==> src/rtl/riscv8_pkg.sv <==
// Shared constants and types for the 8-bit RISC datapath (register file, ALU, decoder).
package riscv8_pkg;

  localparam int DATA_W   = 8;
  localparam int ADDR_W   = 2;
  localparam int NUM_REGS = 4;

  typedef logic [ADDR_W-1:0] reg_addr_t;
  typedef logic [DATA_W-1:0] reg_data_t;

endpackage

==> src/rtl/reg_file_if.sv <==
// Register-file access bundle: two read ports and one write port.
// The master side (decode/writeback) drives addresses and write data; the slave returns operands.
interface reg_file_if;
  import riscv8_pkg::*;

  reg_addr_t src1;
  reg_addr_t src2;
  reg_addr_t dst;
  reg_data_t ip;
  logic      we;
  reg_data_t op1;
  reg_data_t op2;

  modport master (output src1, output src2, output dst, output ip, output we,
                  input op1, input op2);
  modport slave  (input src1, input src2, input dst, input ip, input we,
                  output op1, output op2);
endinterface

==> src/rtl/reg_file_rd_port.sv <==
// One combinational read port: 4:1 mux over the storage array.
// With REG_FILE_BYPASS_EN defined, a same-cycle write to the addressed register
// is forwarded straight to the output ahead of the storage update.
module reg_file_rd_port #(
  parameter int DATA_W = riscv8_pkg::DATA_W,
  parameter int ADDR_W = riscv8_pkg::ADDR_W
) (
  input  logic [2**ADDR_W-1:0][DATA_W-1:0] regs,
  input  logic [ADDR_W-1:0]                src,
`ifdef REG_FILE_BYPASS_EN
  input  logic [ADDR_W-1:0]                dst,
  input  logic [DATA_W-1:0]                ip,
  input  logic                             fwd_en,
`endif
  output logic [DATA_W-1:0]                op
);
  import riscv8_pkg::*;

  // Select the addressed register, or the in-flight write data when it targets it.
  always_comb begin
    op = regs[src];
`ifdef REG_FILE_BYPASS_EN
    if (fwd_en && (src == dst)) begin
      op = ip;
    end
`endif
  end

endmodule

==> src/rtl/reg_file.sv <==
// Four-entry, 8-bit register file: two combinational read ports, one synchronous
// write port, synchronous active-low reset clearing all entries.
// Optional write-through forwarding is enabled by defining REG_FILE_BYPASS_EN.
module reg_file #(
  parameter int DATA_W = riscv8_pkg::DATA_W,
  parameter int ADDR_W = riscv8_pkg::ADDR_W
) (
  input  logic       clk,
  input  logic       rst,
  reg_file_if.slave  bus
);
  import riscv8_pkg::*;

  localparam int DEPTH = 2**ADDR_W;

  logic [DEPTH-1:0][DATA_W-1:0] regs;

  // Reset wins over write; R0 is an ordinary writable register.
  always_ff @(posedge clk) begin
    if (!rst) begin
      regs <= '0;
    end else if (bus.we) begin
      regs[bus.dst] <= bus.ip;
    end
  end

`ifdef REG_FILE_BYPASS_EN
  // Forwarding only applies when the write would actually land at the next edge.
  logic fwd_en;
  assign fwd_en = bus.we & rst;
`endif

  reg_file_rd_port #(.DATA_W(DATA_W), .ADDR_W(ADDR_W)) u_rd1 (
    .regs   (regs),
    .src    (bus.src1),
`ifdef REG_FILE_BYPASS_EN
    .dst    (bus.dst),
    .ip     (bus.ip),
    .fwd_en (fwd_en),
`endif
    .op     (bus.op1)
  );

  reg_file_rd_port #(.DATA_W(DATA_W), .ADDR_W(ADDR_W)) u_rd2 (
    .regs   (regs),
    .src    (bus.src2),
`ifdef REG_FILE_BYPASS_EN
    .dst    (bus.dst),
    .ip     (bus.ip),
    .fwd_en (fwd_en),
`endif
    .op     (bus.op2)
  );

endmodule

==> src/flat_wrapper.sv <==
// flat-port wrapper written by rule: the top's interface ports become plain ports
module reg_file_flat import riscv8_pkg::*;
#(
  parameter int DATA_W = riscv8_pkg::DATA_W,
  parameter int ADDR_W = riscv8_pkg::ADDR_W
)
  (clk, rst, bus_src1, bus_src2, bus_dst, bus_ip, bus_we, bus_op1, bus_op2);
  reg_file_if bus_i ();
  input  logic clk;
  input  logic rst;
  input wire logic [$bits(bus_i.src1)-1:0] bus_src1;
  input wire logic [$bits(bus_i.src2)-1:0] bus_src2;
  input wire logic [$bits(bus_i.dst)-1:0] bus_dst;
  input wire logic [$bits(bus_i.ip)-1:0] bus_ip;
  input wire logic [$bits(bus_i.we)-1:0] bus_we;
  output wire logic [$bits(bus_i.op1)-1:0] bus_op1;
  output wire logic [$bits(bus_i.op2)-1:0] bus_op2;
  assign bus_i.src1 = bus_src1;
  assign bus_i.src2 = bus_src2;
  assign bus_i.dst = bus_dst;
  assign bus_i.ip = bus_ip;
  assign bus_i.we = bus_we;
  assign bus_op1 = bus_i.op1;
  assign bus_op2 = bus_i.op2;
  reg_file #(.DATA_W(DATA_W), .ADDR_W(ADDR_W)) u_core (.clk(clk), .rst(rst), .bus(bus_i));
endmodule
==> config.mk <==
export PLATFORM = sky130hd
export DESIGN_NAME = reg_file_flat
export DESIGN_NICKNAME = d
export VERILOG_FILES = /design/src/rtl/riscv8_pkg.sv /design/src/rtl/reg_file_if.sv /design/src/rtl/reg_file_rd_port.sv /design/src/rtl/reg_file.sv /design/src/flat_wrapper.sv
export SDC_FILE = /design/constraint.sdc
export NUM_CORES = 1
export LEC_CHECK = 0
export CORE_MARGIN = 2
export CORE_UTILIZATION = 47
export DETAILED_ROUTE_END_ITERATION = 16
export PLACE_DENSITY = 0.75
export SLEW_MARGIN = 15
export SYNTH_ARGS = -nofsm -noshare
export SYNTH_HDL_FRONTEND = slang
export SYNTH_SLANG_ARGS = --single-unit
==> constraint.sdc <==
create_clock -name clk -period 2.3 [get_ports clk]
set_input_delay 0.46 -clock clk [delete_from_list [all_inputs] [get_ports clk]]
set_output_delay 0.46 -clock clk [all_outputs]
set_load 0.1 [all_outputs]
# Yosys cells after proc, flatten, opt, wreduce, memory -nomap -nowiden
# Index checks and enable logic that the tools add are counted.
[word_totals] elab_cells=16 regBits=32 inputBits=17
[classes] n_reduce_logical=1 n_lt_le_gt_ge=4 n_mux=7
[op_table] cell="8-bit binary-select mux with 2-bit select" count=2
[op_table] cell="32-bit bitwise mux" count=1
[op_table] cell="8-bit 2-to-1 mux" count=3
[op_table] cell="8-bit demux with 2-bit select" count=1
[op_table] cell="2-bit by 3-bit < comparator with 1-bit output, second input constant" count=3
[op_table] cell="2-bit by 1-bit greater-or-equal comparator with 1-bit output, second input constant" count=1
[op_table] cell="1-bit logical AND" count=1

# Depth between registers and ports, before layout
# Gate-level depths: netlist of the first run.
[logic_depth] ltp_word=5 ltp_mapped=3 mapped_depth_nobuf=2

# Hierarchy
# From an unflattened synthesis of the first run, not the netlist that was laid out.
[hier_totals] hier_cells=135 hier_area_um2=1569.0
[modules_own_cells] mod="reg_file" area_each_um2=1176.1 cells_each=115 instances=1
[modules_own_cells] mod="reg_file_rd_port" area_each_um2=196.4 cells_each=10 instances=2

# Worst setup path after synthesis of the first run
# OpenSTA, ideal clock, no wires.
[synth_path] kind="input-to-output" startpoint="input bus_src1[0]" endpoint="output bus_op1[0]" n_path_buf=1 cell_stages=2 t_arrival_ns=1.493 slack_ns=0.347 path_cell_list="buf_2 -> mux4_2"
[synth_between] elab_chain_cells=2
[synth_rtl] item="from (decl)" line="flat_wrapper.sv:11" rtl="input wire logic [$bits(bus_i.src1)-1:0] bus_src1;"
[synth_rtl] item="8-bit binary-select mux with 2-bit select" line="reg_file_rd_port.sv:21" rtl="op = regs[src];"
[synth_rtl] item="8-bit 2-to-1 mux (implied by the code)" line="reg_file_rd_port.sv:21"
[synth_rtl] item="to (decl)" line="flat_wrapper.sv:16" rtl="output wire logic [$bits(bus_i.op1)-1:0] bus_op1;"
# Every way passes these cells. The select of a mux whose other input is x is not followed.

# Worst setup path after layout of the first run
[layout_path] startpoint="input bus_src2[1]" endpoint="output bus_op2[2]"
[layout_between] elab_chain_cells=2
[layout_rtl] item="from (decl)" line="flat_wrapper.sv:12" rtl="input wire logic [$bits(bus_i.src2)-1:0] bus_src2;"
[layout_rtl] item="8-bit binary-select mux with 2-bit select" line="reg_file_rd_port.sv:21"
[layout_rtl] item="8-bit 2-to-1 mux (implied by the code)" line="reg_file_rd_port.sv:21"
[layout_rtl] item="to (decl)" line="flat_wrapper.sv:17" rtl="output wire logic [$bits(bus_i.op2)-1:0] bus_op2;"
# Every way passes these cells. The select of a mux whose other input is x is not followed.

==> summary.md, run 1 <==
| Metric | Value |
|---|---|
| Post-layout nets | `191` |
| Setup Buffers After CTS | `0` |
| Syn Area/Cell | `11.5 um2` |
| Hold Buf Count CTS | `0` |
| Pleak | `1.00 nW` |
| H-tree levels | `2` |
| Leading area contributor after synthesis | `dfxtp_1` |
| Hold violation count in the final report | `0` |
| Clk sinks | `32` |
| Ys Warns | `0` |
| Net Sw Frac | `0.285` |
| Num rows | `20` |
| Metal3 WL | `171 um` |
| Wire length on met1 | `1.51 mm` |
| Fill cells | `236` |
| All-Layer GR Usage | `0.216` |
| Fin area | `2220 um2` |
| Overflow after GRT | `0` |
| First-pass GRT wire length | `5.72 mm` |
| Worst-path cell chain | `clkdlybuf4s50_1 > buf_12 > mux4_2 > buf_12` |
| CP Class | `primary input to output port` |
| Regs by FF count | `u_core.regs: 32 flops` |
| Fin crit period | `2.13 ns` |
| Core area | `3100 um2` |
| Vias/cell | `5.47` |
| CP max-delay cell | `clkdlybuf4s50_1` |
| Layout Skew | `0 ns` |
| Share of cells above drive strength 1 | `0.286` |
| Final worst slack | `0.168 ns` |
| Hold Startpoint | `u_core.regs[4]` |
| Post-DP Area | `2130 um2` |
| CTS max path bufs | `2` |
| Crit. End Element | `output port` |
| Switching Power | `0.373 mW` |
| Crit Path Max Fanout | `8` |
| Dpl ws | `-0.0270 ns` |
| Max reg flops | `32` |
| DR top layer | `met4` |
| Area growth, synth to finish | `42.6%` |
| Die boundary width | `61.5 um` |
| Crit-path max cell delay | `0.53 ns` |
| Most frequent cells in the layout | `nand2_1, mux2i_1, dfxtp_1` |
| Largest net degree at the start of global routing | `41` |
| CTS tree | `built` |
| Tcrit/Tclk final | `0.927` |
| P_int | `0.933 mW` |
| First-pass iteration count of the detailed router | `4` |
| Fmax | `0.469 GHz` |
| Power share of the combinational group | `0.231` |
| Pwr Total | `1.31 mW` |
| Synth top area share | `0.412` |
| Routed WL | `3.58 mm` |
| Max-cap violations | `0` |
| Clock Power Share | `0.319` |
| Gpl congestion | `0.714` |
| Synthesized flop and latch total | `32` |
| PD cells | `589 nW/um2` |
| Mapped Cells | `135` |
| Vias in the first global route | `1251` |
| Finished Layout Cells | `219` |
| RSZ-0062 raised after global routing | `false` |
| Critical Path Source | `bus_src2[1]` |
| DRC | `0` |
| Startpoint types | `primary input` |
| Detail Route Antenna Nets | `0` |
| Commonest non-fill, non-tap cell in the layout | `nand2_1` |
| CTS buffer count | `5` |
| Worst hold path type | `flip-flop to flip-flop` |
| Worst-path clk slew | `0.09 ns` |
| I/O Buffers | `32` |
| Placed insts | `211` |
| Final slew viol count | `0` |
| Seq/Total Area, Yosys | `0.412` |
| Ranking of synthesized cells by area | `dfxtp_1, mux4_2, mux2i_1, nand2_1, buf_2` |
| Outcome | `finished clean` |
| Initial antenna violation count | `0` |
| Worst vdd ir | `502 uV` |
| N_diodes | `0` |
| Wire length on met2 | `1.86 mm` |
| I/O pins | `33` |
| Register-to-Register Path Depth | `2` |
| Total number of vias | `1198` |
| Root Buffer | `clkbuf_4` |
| Fin util | `0.714` |
| Synth cell types | `11` |
| Hpwl dp | `2.62 mm` |
| Die Height | `61.5 um` |
| Worst path most repeated cell | `buf_12` |
| Flop pwr share | `0.450` |
| CP Data Required Time | `1.84 ns` |
| Critical Path AT | `1.67 ns` |
| Slew headroom | `0.640` |
| Initial core utilization | `0.501` |
| Top reg by flops | `u_core.regs` |
| Cell Area, Synth | `1550 um2` |
| Post-CTS Resized | `5` |
| Hold depth | `2` |
| DR WL/cell | `16.3 um` |
| Reg2reg start | `u_core.regs[0]` |
| Die area | `3780 um2` |
| Slew @ Worst Pin | `0.539 ns` |
| DR iter-0 viols | `54` |
| Setup-failing EPs final | `0` |
| Clock Latency Late Sink | `0.34 ns` |
| Syn Nets | `152` |
## cells by family after synthesis
logic type,after synthesis,synth area share
DFF,32,0.412
and+or+nand+nor,44,0.115
buffers and inverters,11,0.0346
muxes,48,0.438
## routing by layer
layer,global-route usage,up-vias
li1,-,568
met1,0.256,590
met5,0,-
met4,0.0699,0
met2,0.367,32
met3,0.0756,8
## critical path: cells and delay by family
kind,cells,cell delay [ns]
buffers and inverters,3,0.87
muxes,1,0.33
## path summary, 6_finish.rpt
path                         end  slack (ns)
setup / recovery      bus_op2[2]        0.17
hold / removal    u_core.regs[4]        0.48
setup reg to reg  u_core.regs[0]        1.66
hold reg to reg   u_core.regs[4]        0.48
## power by group through the flow
stage,combinational (mW),sequential (mW),clock (mW)
floorplan,0.185,0.595,0
global placement,0.296,0.597,0
detailed placement,0.302,0.600,0
CTS,0.304,0.587,0.427
global route,0.314,0.590,0.452
finish,0.301,0.587,0.417
## synthesized netlist by cell type
cell,number
nand2_1,40
buf_2,4
mux4_2,16
clkbuf_1,3
nand3_1,1
or3b_1,1
buf_1,3
buf_6,1
mux2i_1,32
nand3b_1,2
dfxtp_1,32
## cell type report
type                       instances  area, um2  area share
sequential                        32        641       0.289
timing repair buffer              43        584       0.264
clock inverter                     2       35.0      0.0158
clock buffer                       6       41.3      0.0186
multi-input combinational         92        860       0.388
tap                               44       55.1      0.0248
## per-stage QoR
step / hold slack, ns / setup TNS [ns]
after floorplan: 0.445 / 0
after global placement: 0.454 / -0.00269
after detailed placement: 0.469 / -0.0994
after CTS: 0.480 / 0
after global routing: 0.497 / 0
final: 0.478 / 0
No activity file was read; power rests on OpenSTA's default activity.
==> inputs of run 2 (changes only) <==
--- a/config.mk
+++ b/config.mk
@@ -7,6 +7,7 @@
 export LEC_CHECK = 0
 export CORE_MARGIN = 2
 export CORE_UTILIZATION = 47
+export CTS_BUF_LIST = sky130_fd_sc_hd__clkbuf_8
 export DETAILED_ROUTE_END_ITERATION = 16
 export PLACE_DENSITY = 0.75
 export SLEW_MARGIN = 15
==> summary.md, run 2 (synthesized netlist as in run 1, its figures left out) <==
| Metric | Value |
|---|---|
| Outcome | `finished clean (unchanged)` |
| Top delay family on crit path | `buffers and inverters (unchanged)` |
| RSZ-0062 raised after global routing | `false (unchanged)` |
| Hold Startpoint | `u_core.regs[20] (was u_core.regs[4])` |
| I/O Buffers | `32 (unchanged)` |
| Reg area | `641 um2 (unchanged)` |
| DR top layer | `met4 (unchanged)` |
| Post-CTS Resized | `5 (unchanged)` |
| Core area | `3100 um2 (unchanged)` |
| Clock Latency Late Sink | `0.29 ns (was 0.34 ns)` |
| R2R setup slack | `1.65 ns (was 1.66 ns)` |
| Startpoint types | `primary input (unchanged)` |
| Buf/Inv on CP | `3 (unchanged)` |
| Max reg flops | `32 (unchanged)` |
| PD cells | `627 nW/um2 (was 589 nW/um2)` |
| DR WL/cell | `16.4 um (was 16.3 um)` |
| N_diodes | `0 (unchanged)` |
| Crit-path max cell delay | `0.53 ns (about the same)` |
| Register-to-Register Path Depth | `2 (unchanged)` |
| First-pass GRT wire length | `5.80 mm (was 5.72 mm)` |
| Max-cap violations | `0 (unchanged)` |
| Total number of vias | `1204 (was 1198)` |
| First-pass iteration count of the detailed router | `4 (unchanged)` |
| Reg2reg end | `u_core.regs[24] (was u_core.regs[0])` |
| Detail Route Antenna Nets | `0 (unchanged)` |
| Tcrit/Tclk final | `0.926 (was 0.927)` |
| Fin crit period | `2.13 ns (about the same)` |
| All-Layer GR Usage | `0.222 (was 0.216)` |
| Largest net degree at the start of global routing | `41 (unchanged)` |
| Worst-path cell chain | `clkdlybuf4s50_1 > buf_12 > mux4_2 > buf_12 (unchanged)` |
| Post-DP Area | `2130 um2 (unchanged)` |
| Layout Skew | `0 ns (unchanged)` |
| Wire length on met1 | `1.49 mm (was 1.51 mm)` |
| Worst-path clk slew | `0.06 ns (was 0.09 ns)` |
| Critical Path AT | `1.67 ns (about the same)` |
| I/O pins | `33 (unchanged)` |
| Post-layout nets | `191 (unchanged)` |
| Die boundary width | `61.5 um (unchanged)` |
| Initial antenna violation count | `0 (unchanged)` |
| Setup Buffers After CTS | `0 (unchanged)` |
| Area of the multi-input gates | `860 um2 (unchanged)` |
| Regs by FF count | `u_core.regs: 32 flops (unchanged)` |
| Overflow after GRT | `0 (unchanged)` |
| Final slew viol count | `0 (unchanged)` |
| Num rows | `20 (unchanged)` |
| Die area | `3780 um2 (unchanged)` |
| CP Data Required Time | `1.84 ns (about the same)` |
| Metal3 WL | `183 um (was 171 um)` |
| Share of cells above drive strength 1 | `0.286 (unchanged)` |
| Initial core utilization | `0.501 (unchanged)` |
| CP max-delay cell | `clkdlybuf4s50_1 (unchanged)` |
| Setup_tns | `0 ns (unchanged)` |
| Worst vdd ir | `354 uV (was 502 uV)` |
| H-tree levels | `2 (unchanged)` |
| Worst hold path type | `flip-flop to flip-flop (unchanged)` |
| Vias/cell | `5.50 (was 5.47)` |
| DR iter-0 viols | `51 (was 54)` |
| Vias in the first global route | `1249 (was 1251)` |
| Reg2reg start | `u_core.regs[24] (was u_core.regs[0])` |
| Crit. End Element | `output port (unchanged)` |
| Commonest non-fill, non-tap cell in the layout | `nand2_1 (unchanged)` |
| Fmax | `0.470 GHz (was 0.469 GHz)` |
| CP Depth | `4 (unchanged)` |
| Crit Path Max Fanout | `8 (unchanged)` |
| Fin area | `2250 um2 (was 2220 um2)` |
| Root Buffer | `clkbuf_8 (was clkbuf_4)` |
| Routed WL | `3.60 mm (was 3.58 mm)` |
| Clk sinks | `32 (unchanged)` |
| CTS tree | `built (unchanged)` |
| DRC | `0 (unchanged)` |
| Fill cells | `227 (was 236)` |
| CP Class | `primary input to output port (unchanged)` |
| Pleak | `1.02 nW (was 1.00 nW)` |
| Hold Buf Count CTS | `0 (unchanged)` |
| Slew @ Worst Pin | `0.528 ns (was 0.539 ns)` |
| Slew headroom | `0.648 (was 0.640)` |
| Most frequent cells in the layout | `nand2_1, mux2i_1, dfxtp_1 (unchanged)` |
| Hold depth | `2 (unchanged)` |
| Hold EP | `u_core.regs[20] (was u_core.regs[4])` |
| Area growth, synth to finish | `44.6% (was 42.6%)` |
| Worst path most repeated cell | `buf_12 (unchanged)` |
| Gpl congestion | `0.714 (unchanged)` |
| Fin util | `0.724 (was 0.714)` |
| Die Height | `61.5 um (unchanged)` |
| CTS buffer count | `5 (unchanged)` |
| CTS max path bufs | `2 (unchanged)` |
| Hpwl dp | `2.62 mm (unchanged)` |
| Wire length on met2 | `1.87 mm (was 1.86 mm)` |
| Top reg by flops | `u_core.regs (unchanged)` |
| Hold violation count in the final report | `0 (unchanged)` |
| Setup-failing EPs final | `0 (unchanged)` |
-- run 2: cell count changes in the layout (fill, tap and decap cells not counted) --
cell      delta
clkbuf_4     -5
clkbuf_8     +5
clkbuf_1     -1
inv_1        +1
-- run 2: worst reg2reg max path: stages, from the launching register on --
cell and delay (ns):
dfxtp_1 0.36, nand2_1 0.07, mux2i_1 0.15
-- run 2: how the worst max path moves through the flow --
stage           startpoint         end  slack [ns]
3_3_place_gp   bus_src1[0]  bus_op1[2]      -0.002
2_1_floorplan  bus_src1[0]  bus_op1[0]        0.35
6_report       bus_src2[1]  bus_op2[2]        0.17
4_1_cts        bus_src2[1]  bus_op2[2]        0.16
3_5_place_dp   bus_src1[0]  bus_op1[5]       -0.03
5_1_grt        bus_src2[1]  bus_op2[2]        0.16
-- run 2: stage by stage --
step	instances	setup slack, ns	total power [mW]	hold slack [ns]
4_1_cts	219	0.164	1.43	0.476
5_1_grt	219	0.157	1.46	0.493
6_report	219	0.171	1.41	0.474
2_1_floorplan	135	0.347	0.781	0.445
3_5_place_dp	211	-0.0270	0.901	0.469
3_3_place_gp	211	-0.00215	0.893	0.454
-- run 2: layout make-up --
type / count / share of cell area
Timing Repair Buffer: 43 / 0.260
Clock inverter: 3 / 0.0173
Clock buffer: 5 / 0.0306
Multi-Input combinational cell: 92 / 0.383
Tap cell: 44 / 0.0245
Sequential cell: 32 / 0.285
-- run 2: per-layer routing --
layer,GRT usage,vias to the layer above
met5,0,-
met4,0.0790,0
li1,-,566
met2,0.377,30
met1,0.259,600
met3,0.0777,8
-- run 2: power by group --
| group | internal, mW | leakage (nW) | switching, mW | total (mW) |
|---|---|---|---|---|
| logic | 0.132 | 0.697 | 0.170 | 0.302 |
| clock network | 0.317 | 0.0593 | 0.203 | 0.519 |
| registers | 0.574 | 0.260 | 0.0136 | 0.588 |
